## config.mk

```make
export PLATFORM = sky130hd
export DESIGN_NAME = ycbcr_feed_ctrl
export DESIGN_NICKNAME = d
export VERILOG_FILES = /design/src/rtl/jpeg_enc_pkg.sv /design/src/rtl/sync_fifo.sv /design/src/rtl/ycbcr_feed_ctrl.sv
export SDC_FILE = /design/constraint.sdc
export NUM_CORES = 1
export LEC_CHECK = 0
export CORE_MARGIN = 3
export CORE_UTILIZATION = 60
export DETAILED_ROUTE_END_ITERATION = 8
export DONT_BUFFER_PORTS = 1
export PLACE_DENSITY_LB_ADDON = 0.08
export RECOVER_POWER = 50
export SETUP_SLACK_MARGIN = 0.02
export SYNTH_ARGS = -nofsm -noshare
export SYNTH_HDL_FRONTEND = slang
export SYNTH_HIERARCHICAL = 1
export SYNTH_SLANG_ARGS = --single-unit
```

## constraint.sdc

```tcl
create_clock -name clk -period 3.3 [get_ports clk]
set_input_delay 0.33 -clock clk [delete_from_list [all_inputs] [get_ports clk]]
set_output_delay 0.33 -clock clk [all_outputs]
set_load 0.02 [all_outputs]
```

## src/rtl/jpeg_enc_pkg.sv

```systemverilog
// Shared definitions for the JPEG encoder front end.
//   PIX_PER_BLK  : pixels in one 8x8 block
//   ycc_tag_t    : per-pixel block/frame position flags
//   ycc_word_t   : one converter result plus its position flags
//   feed_state_t : feed controller FSM states
package jpeg_enc_pkg;

  localparam int PIX_PER_BLK = 64;

  typedef struct packed {
    logic first;
    logic last;
    logic frame_end;
  } ycc_tag_t;

  typedef struct packed {
    logic [23:0] ycc;
    ycc_tag_t    tag;
  } ycc_word_t;

  typedef enum logic [1:0] {
    IDLE  = 2'd0,
    RUN   = 2'd1,
    DRAIN = 2'd2
  } feed_state_t;

endpackage

```

## src/rtl/sync_fifo.sv

```systemverilog
// Single-clock show-ahead FIFO.
//   clk, rst   : clock, synchronous active-high reset (empties the FIFO)
//   push       : write push_data (ignored when full unless popping too)
//   pop        : drop the head entry (ignored when empty)
//   pop_data   : head entry, forced to 0 while empty
//   empty      : no entries held
//   count      : number of entries held (0..DEPTH)
// DEPTH must be a power of 2 so the pointers wrap naturally.
module sync_fifo #(
  parameter int WIDTH = 8,
  parameter int DEPTH = 4
) (
  input  logic                     clk,
  input  logic                     rst,
  input  logic                     push,
  input  logic [WIDTH-1:0]         push_data,
  input  logic                     pop,
  output logic [WIDTH-1:0]         pop_data,
  output logic                     empty,
  output logic [$clog2(DEPTH):0]   count
);

  localparam int AW = $clog2(DEPTH);
  localparam int CW = AW + 1;
  localparam logic [CW-1:0] FULL_CNT = CW'(DEPTH);

  logic [WIDTH-1:0] mem [DEPTH];
  logic [AW-1:0]    wr_ptr_reg;
  logic [AW-1:0]    rd_ptr_reg;
  logic [CW-1:0]    count_reg;
  logic             do_push;
  logic             do_pop;
  logic             full;

  assign empty    = (count_reg == '0);
  assign full     = (count_reg == FULL_CNT);
  assign do_pop   = pop && !empty;
  // A pop in the same cycle frees the slot, so push-when-full is fine then.
  assign do_push  = push && (!full || do_pop);
  assign count    = count_reg;
  assign pop_data = empty ? '0 : mem[rd_ptr_reg];

  always_ff @(posedge clk) begin
    if (do_push) begin
      mem[wr_ptr_reg] <= push_data;
    end
  end

  always_ff @(posedge clk) begin
    if (rst) begin
      wr_ptr_reg <= '0;
      rd_ptr_reg <= '0;
      count_reg  <= '0;
    end else begin
      if (do_push) wr_ptr_reg <= wr_ptr_reg + AW'(1);
      if (do_pop)  rd_ptr_reg <= rd_ptr_reg + AW'(1);
      case ({do_push, do_pop})
        2'b10:   count_reg <= count_reg + CW'(1);
        2'b01:   count_reg <= count_reg - CW'(1);
        default: count_reg <= count_reg;
      endcase
    end
  end

  // The producer's credit scheme must never overrun the FIFO.
  always_ff @(posedge clk) begin
    if (!rst) begin
      assert (!(push && full && !pop))
        else $error("sync_fifo: push while full without pop");
    end
  end

endmodule

```

## src/rtl/ycbcr_feed_ctrl.sv

```systemverilog
// Feeds a fixed-latency RGB->YCbCr converter for one frame job of
// num_blocks 8x8 blocks and buffers its results for the DCT buffer.
//   start/num_blocks : job start (IDLE only), block count latched on start
//   busy/done        : job in progress / one-cycle completion pulse
//   in_*             : block-ordered RGB pixel stream (valid/ready)
//   cv_r/g/b, cv_ycc : converter inputs / converter output (CV_LAT later)
//   out_*            : YCbCr results with block/frame position flags
// The converter cannot stall, so pixels are only accepted when a FIFO
// slot is guaranteed for every result already in flight.
module ycbcr_feed_ctrl
  import jpeg_enc_pkg::*;
#(
  parameter int CV_LAT     = 2,
  parameter int FIFO_DEPTH = 4,
  parameter int BLK_W      = 12
) (
  input  logic             clk,
  input  logic             rst,
  input  logic             start,
  input  logic [BLK_W-1:0] num_blocks,
  output logic             busy,
  output logic             done,
  input  logic             in_valid,
  output logic             in_ready,
  input  logic [23:0]      in_rgb,
  output logic [7:0]       cv_r,
  output logic [7:0]       cv_g,
  output logic [7:0]       cv_b,
  input  logic [23:0]      cv_ycc,
  output logic             out_valid,
  input  logic             out_ready,
  output logic [23:0]      out_ycc,
  output logic             out_first,
  output logic             out_last,
  output logic             out_frame_end
);

  localparam int CNT_W = $clog2(FIFO_DEPTH) + 1;
  localparam logic [CNT_W:0] DEPTH_C = (CNT_W+1)'(FIFO_DEPTH);

  feed_state_t      state_reg;
  logic [BLK_W-1:0] num_blocks_reg;
  logic [BLK_W-1:0] blk_cnt_reg;
  logic [5:0]       pix_cnt_reg;
  logic             done_reg;
  logic [CV_LAT-1:0] valid_pipe_reg;
  ycc_tag_t         tag_pipe_reg [CV_LAT];

  logic [CNT_W-1:0] fifo_count;
  logic [CNT_W-1:0] inflight;
  logic             fifo_empty;
  logic             fifo_pop;
  logic             accept;
  logic             pix_last;
  logic             blk_last;
  ycc_tag_t         acc_tag;
  ycc_word_t        push_word;
  ycc_word_t        head_word;

  always_comb begin
    inflight = '0;
    for (int i = 0; i < CV_LAT; i++) begin
      inflight = inflight + CNT_W'(valid_pipe_reg[i]);
    end
  end

  // Credit: results already in the pipe each own a future FIFO slot.
  assign in_ready = (state_reg == RUN) &&
                    (({1'b0, fifo_count} + {1'b0, inflight}) < DEPTH_C);
  assign accept   = in_valid && in_ready;

  assign cv_r = accept ? in_rgb[23:16] : 8'd0;
  assign cv_g = accept ? in_rgb[15:8]  : 8'd0;
  assign cv_b = accept ? in_rgb[7:0]   : 8'd0;

  assign pix_last          = (pix_cnt_reg == 6'(PIX_PER_BLK - 1));
  assign blk_last          = (blk_cnt_reg == num_blocks_reg - BLK_W'(1));
  assign acc_tag.first     = (pix_cnt_reg == 6'd0);
  assign acc_tag.last      = pix_last;
  assign acc_tag.frame_end = pix_last && blk_last;

  always_ff @(posedge clk) begin
    if (rst) begin
      valid_pipe_reg <= '0;
      for (int i = 0; i < CV_LAT; i++) tag_pipe_reg[i] <= '0;
    end else begin
      for (int i = CV_LAT - 1; i > 0; i--) begin
        valid_pipe_reg[i] <= valid_pipe_reg[i-1];
        tag_pipe_reg[i]   <= tag_pipe_reg[i-1];
      end
      valid_pipe_reg[0] <= accept;
      tag_pipe_reg[0]   <= acc_tag;
    end
  end

  assign push_word.ycc = cv_ycc;
  assign push_word.tag = tag_pipe_reg[CV_LAT-1];
  assign fifo_pop      = out_valid && out_ready;

  sync_fifo #(
    .WIDTH ($bits(ycc_word_t)),
    .DEPTH (FIFO_DEPTH)
  ) u_fifo (
    .clk       (clk),
    .rst       (rst),
    .push      (valid_pipe_reg[CV_LAT-1]),
    .push_data (push_word),
    .pop       (fifo_pop),
    .pop_data  (head_word),
    .empty     (fifo_empty),
    .count     (fifo_count)
  );

  assign out_valid     = !fifo_empty;
  assign out_ycc       = head_word.ycc;
  assign out_first     = head_word.tag.first;
  assign out_last      = head_word.tag.last;
  assign out_frame_end = head_word.tag.frame_end;

  assign busy = (state_reg != IDLE);
  assign done = done_reg;

  always_ff @(posedge clk) begin
    if (rst) begin
      state_reg      <= IDLE;
      num_blocks_reg <= '0;
      blk_cnt_reg    <= '0;
      pix_cnt_reg    <= '0;
      done_reg       <= 1'b0;
    end else begin
      done_reg <= 1'b0;
      case (state_reg)
        IDLE: begin
          if (start) begin
            if (num_blocks != '0) begin
              num_blocks_reg <= num_blocks;
              blk_cnt_reg    <= '0;
              pix_cnt_reg    <= '0;
              state_reg      <= RUN;
            end else begin
              done_reg <= 1'b1;
            end
          end
        end
        RUN: begin
          if (accept) begin
            pix_cnt_reg <= pix_cnt_reg + 6'd1;
            if (pix_last) begin
              blk_cnt_reg <= blk_cnt_reg + BLK_W'(1);
              if (blk_last) state_reg <= DRAIN;
            end
          end
        end
        DRAIN: begin
          // Finish in the cycle the final result leaves the FIFO, so done
          // follows the last pop by exactly one cycle.
          if (valid_pipe_reg == '0 &&
              (fifo_empty || (fifo_count == CNT_W'(1) && fifo_pop))) begin
            done_reg  <= 1'b1;
            state_reg <= IDLE;
          end
        end
        default: state_reg <= IDLE;
      endcase
    end
  end

endmodule

```

==> impl_metrics.py <==
metrics = {
    "timing": {
        "period_share_pct": 83.13,
        "rsz0062_at_grt": "false",
        "period_minus_slack_ps": 2743,
        "skew_ps": 14.04,
        "maxSlewViolCount": 0,
        "worst_pin_slew_ps": 1199,
        "whs_ps": 56.10,
        "fmax_mhz": 364.5,
        "final_hold_viol_count": 0,
        "tns_ps": 0,
        "setup_viol": 0,
        "relSlewSlack_pct": 19.80,
    },
    "synthesis": {
        "ys_warn_count": 6,
        "synth_edf_count": 108,
        "ys_types": 59,
        "synth-xor-area-share_pct": 3.943,
        "synth_top_area_share_pct": 47.10,
        "synth_compound_area_share_pct": 4.161,
        "synth_fp_nets": 568,
        "muxShareOfSynthArea_pct": 11.01,
        "synthCells": 492,
        "synth_area_leaders": "edfxtp_1 47%, dfxtp_1 15%, mux4_2 8.8%",
        "yosys.area_share.adder_pct": 2.108,
        "syn_area_sq_um": 6885,
        "synth-simple-area-share_pct": 14.52,
        "ys_ff_latch": 158,
        "ys_seq_area_share_pct": 61.64,
        "async_reset_ff_share_pct": 0,
        "synth_top_family_by_area": "simple AND/OR/NAND/NOR gates",
        "yosysTopAreaCell": "edfxtp_1",
        "avgSynthCellArea_sq_um": 13.99,
        "ys.flop_type": "edfxtp_1",
    },
    "finish": {
        "diodes": 0,
        "nNetsFinal": 603,
        "fin_area_sq_um": 7819,
        "layout_commonest_cell": "edfxtp_1",
        "final_cell_mix": "108 x edfxtp_1, 49 x dfxtp_1, 45 x nor2_1, 32 x nor2b_1, 29 x and2_1",
        "area_growth_pct": 13.56,
        "largest_reg_flops": 108,
        "fill_cells": 756,
        "drive_gt1_share_pct": 15.37,
    },
    "place": {
        "port_buffers": 0,
        "dpl_cell_area_sq_um": 7022,
        "gp_congestion": 0.8444,
        "dp_hpwl_um": 8392,
    },
    "clocking": {
        "clk_pin_slew_ps": 70,
        "ctsResizeCount": 0,
        "worstSkewPairLatency_ps": 410,
        "clkSinkCount": 158,
        "cts_made_buffers": 17,
        "cts_tree": "built",
        "htreeDepth": 4,
        "clockRootBuffer": "clkbuf_16",
        "cts_buffer_depth": 2,
        "post-cts-setup-buffers": 0,
    },
    "job": {
        "cap_violations": 0,
    },
    "critical_path": {
        "cpPeakStageDelay_ps": 470,
        "worst_ep_arrival_time_ps": 2410,
        "r2r_cells": 10,
        "worst-path-buf-inv": 1,
        "start_kind": "flop",
        "path_max_fanout": 24,
        "worstPathCellList": "ha_1 > a21o_1 > a2111oi_4 > buf_4 > and2_1",
        "endpoint_kind": "primary output",
        "path_delay_family": "compound AO/OA/AOI/OAI gates",
        "crit_type": "flop to primary output",
        "cp_data_required_time_ps": 2970,
        "cp_slowest_cell": "a2111oi_4",
        "path_depth": 5,
    },
    "global_routing": {
        "grt_pass1_vias": 4105,
        "grt_overflow": 0,
        "grt_max_degree": 32,
        "grt_pass1_wl_um": 21130,
        "antenna_found_initial": 0,
        "grt_util_all_layers_pct": 21.32,
    },
    "die": {
        "ios": 120,
        "die_w_um": 113.1,
        "die_area_sq_um": 12800,
        "die_h_um": 113.1,
        "initial_core_util_pct": 62.42,
        "core.rowCount": 38,
        "core_sq_um": 11030,
    },
    "outcome": {
        "status": "completed",
    },
    "detailed_routing": {
        "ant_nets": 0,
        "firstDrtPassIters": 4,
        "drc": 0,
        "vias": 3971,
        "initialDrtViolationCount": 259,
        "routedWlPerCell_um": 19.05,
        "viasPerCell": 5.840,
        "routed_wl_um": 12950,
    },
    "power": {
        "vdd_ir_drop_max_mv": 0.3580,
        "power_leakage_nw": 2.605,
        "p_per_area_nw_per_um2": 540.2,
    },
    "worst_hold_path": {
        "hold_path_class": "input pin to flop",
        "holdPathStages": 2,
    },
}
## path summary, 6_finish.rpt
check / slack [ps] / to / from
worst min register to register: 440 / tag_pipe_reg[0][4] / tag_pipe_reg[0][1]
worst min-delay path: 60 / num_blocks_reg[1] / num_blocks[1]
worst max-delay path: 560 / cv_b[0] / u_fifo/count[0]
worst max register to register: 590 / u_fifo/count[2] / u_fifo/count[1]
## report_power, final
group	switching, mW	internal, mW
registers	0.0233	2.13
logic	0.140	0.0976
clock network	0.779	1.05
## synthesized netlist by cell type, drive strengths merged (2+ instances only)
library cell / instances
edfxtp: 108
dfxtp: 50
nor2: 46
nor2b: 32
and2: 30
mux4: 27
nand2: 21
inv: 18
xnor2: 18
xor2: 13
mux2i: 12
a21oi: 11
clkbuf: 10
ha: 10
buf: 9
nor3: 8
nor4: 7
nand3: 6
o21ai: 5
nand2b: 4
a211oi: 3
and3: 3
nand4: 3
o31ai: 3
or4: 3
or4b: 3
a21o: 2
a31oi: 2
mux2: 2
nor3b: 2
o31a: 2
or2: 2
or3: 2
## timing repair
item,CTS,global route
endpoints found under the setup margin,0,0
hold endpoints to repair,126,0
hold buffers,26,0
## cells by family (layout without fill, tap and decap cells)
logic type / count (synthesis) / count (layout)
AOI/OAI and AO/OA: 35 / 35
adders and majority gates: 11 / 11
muxes: 41 / 41
xor gates and xnor gates: 31 / 31
and+or+nand+nor: 179 / 179
buffers and inverters: 37 / 85
DFF: 158 / 158
## worst register-to-register path: stages, from the launching register on
cell     delay, ps
dfxtp_1        420
nor3_1         320
nor2b_1        130
o41a_1         440
inv_1          100
ha_1           190
inv_1           60
fa_1           380
xor2_1         160
or3_1          300
a21oi_1        130
## cell type report
cell class              count  area (sq um)  area share (%)
clock inverters            14         135.1           1.728
inverters                  18         67.56          0.8641
repair buffers             35         322.8           4.129
clock buffers              18         429.2           5.489
well taps                 140         175.2           2.240
flip-flops and latches    158          4245           54.30
multi-input cells         297          2444           31.25
## through the flow
stage / instances / util, % / worst slack [ps] / power [mW]
after floorplan: 492 / - / 520.0 / 2.365
after global placement: 622 / 63.66 / 850.7 / 2.391
after detailed placement: 622 / 63.66 / 715.9 / 2.395
after CTS: 680 / 71.13 / 498.9 / 4.263
after global routing: 680 / 70.88 / 379.2 / 4.379
final: 680 / 70.88 / 556.7 / 4.224
## layer usage
| layer | vias to the layer above | share of wire [%] | global-route usage, % |
|---|---|---|---|
| met3 | 8 | 5.6 | 5.561 |
| met2 | 127 | 51 | 35.78 |
| met5 | - | 0 | 0 |
| met4 | 0 | 0.68 | 6.250 |
| met1 | 1965 | 43 | 27.61 |
| li1 | 1871 | - | - |
(Power assumes the default switching activity.)
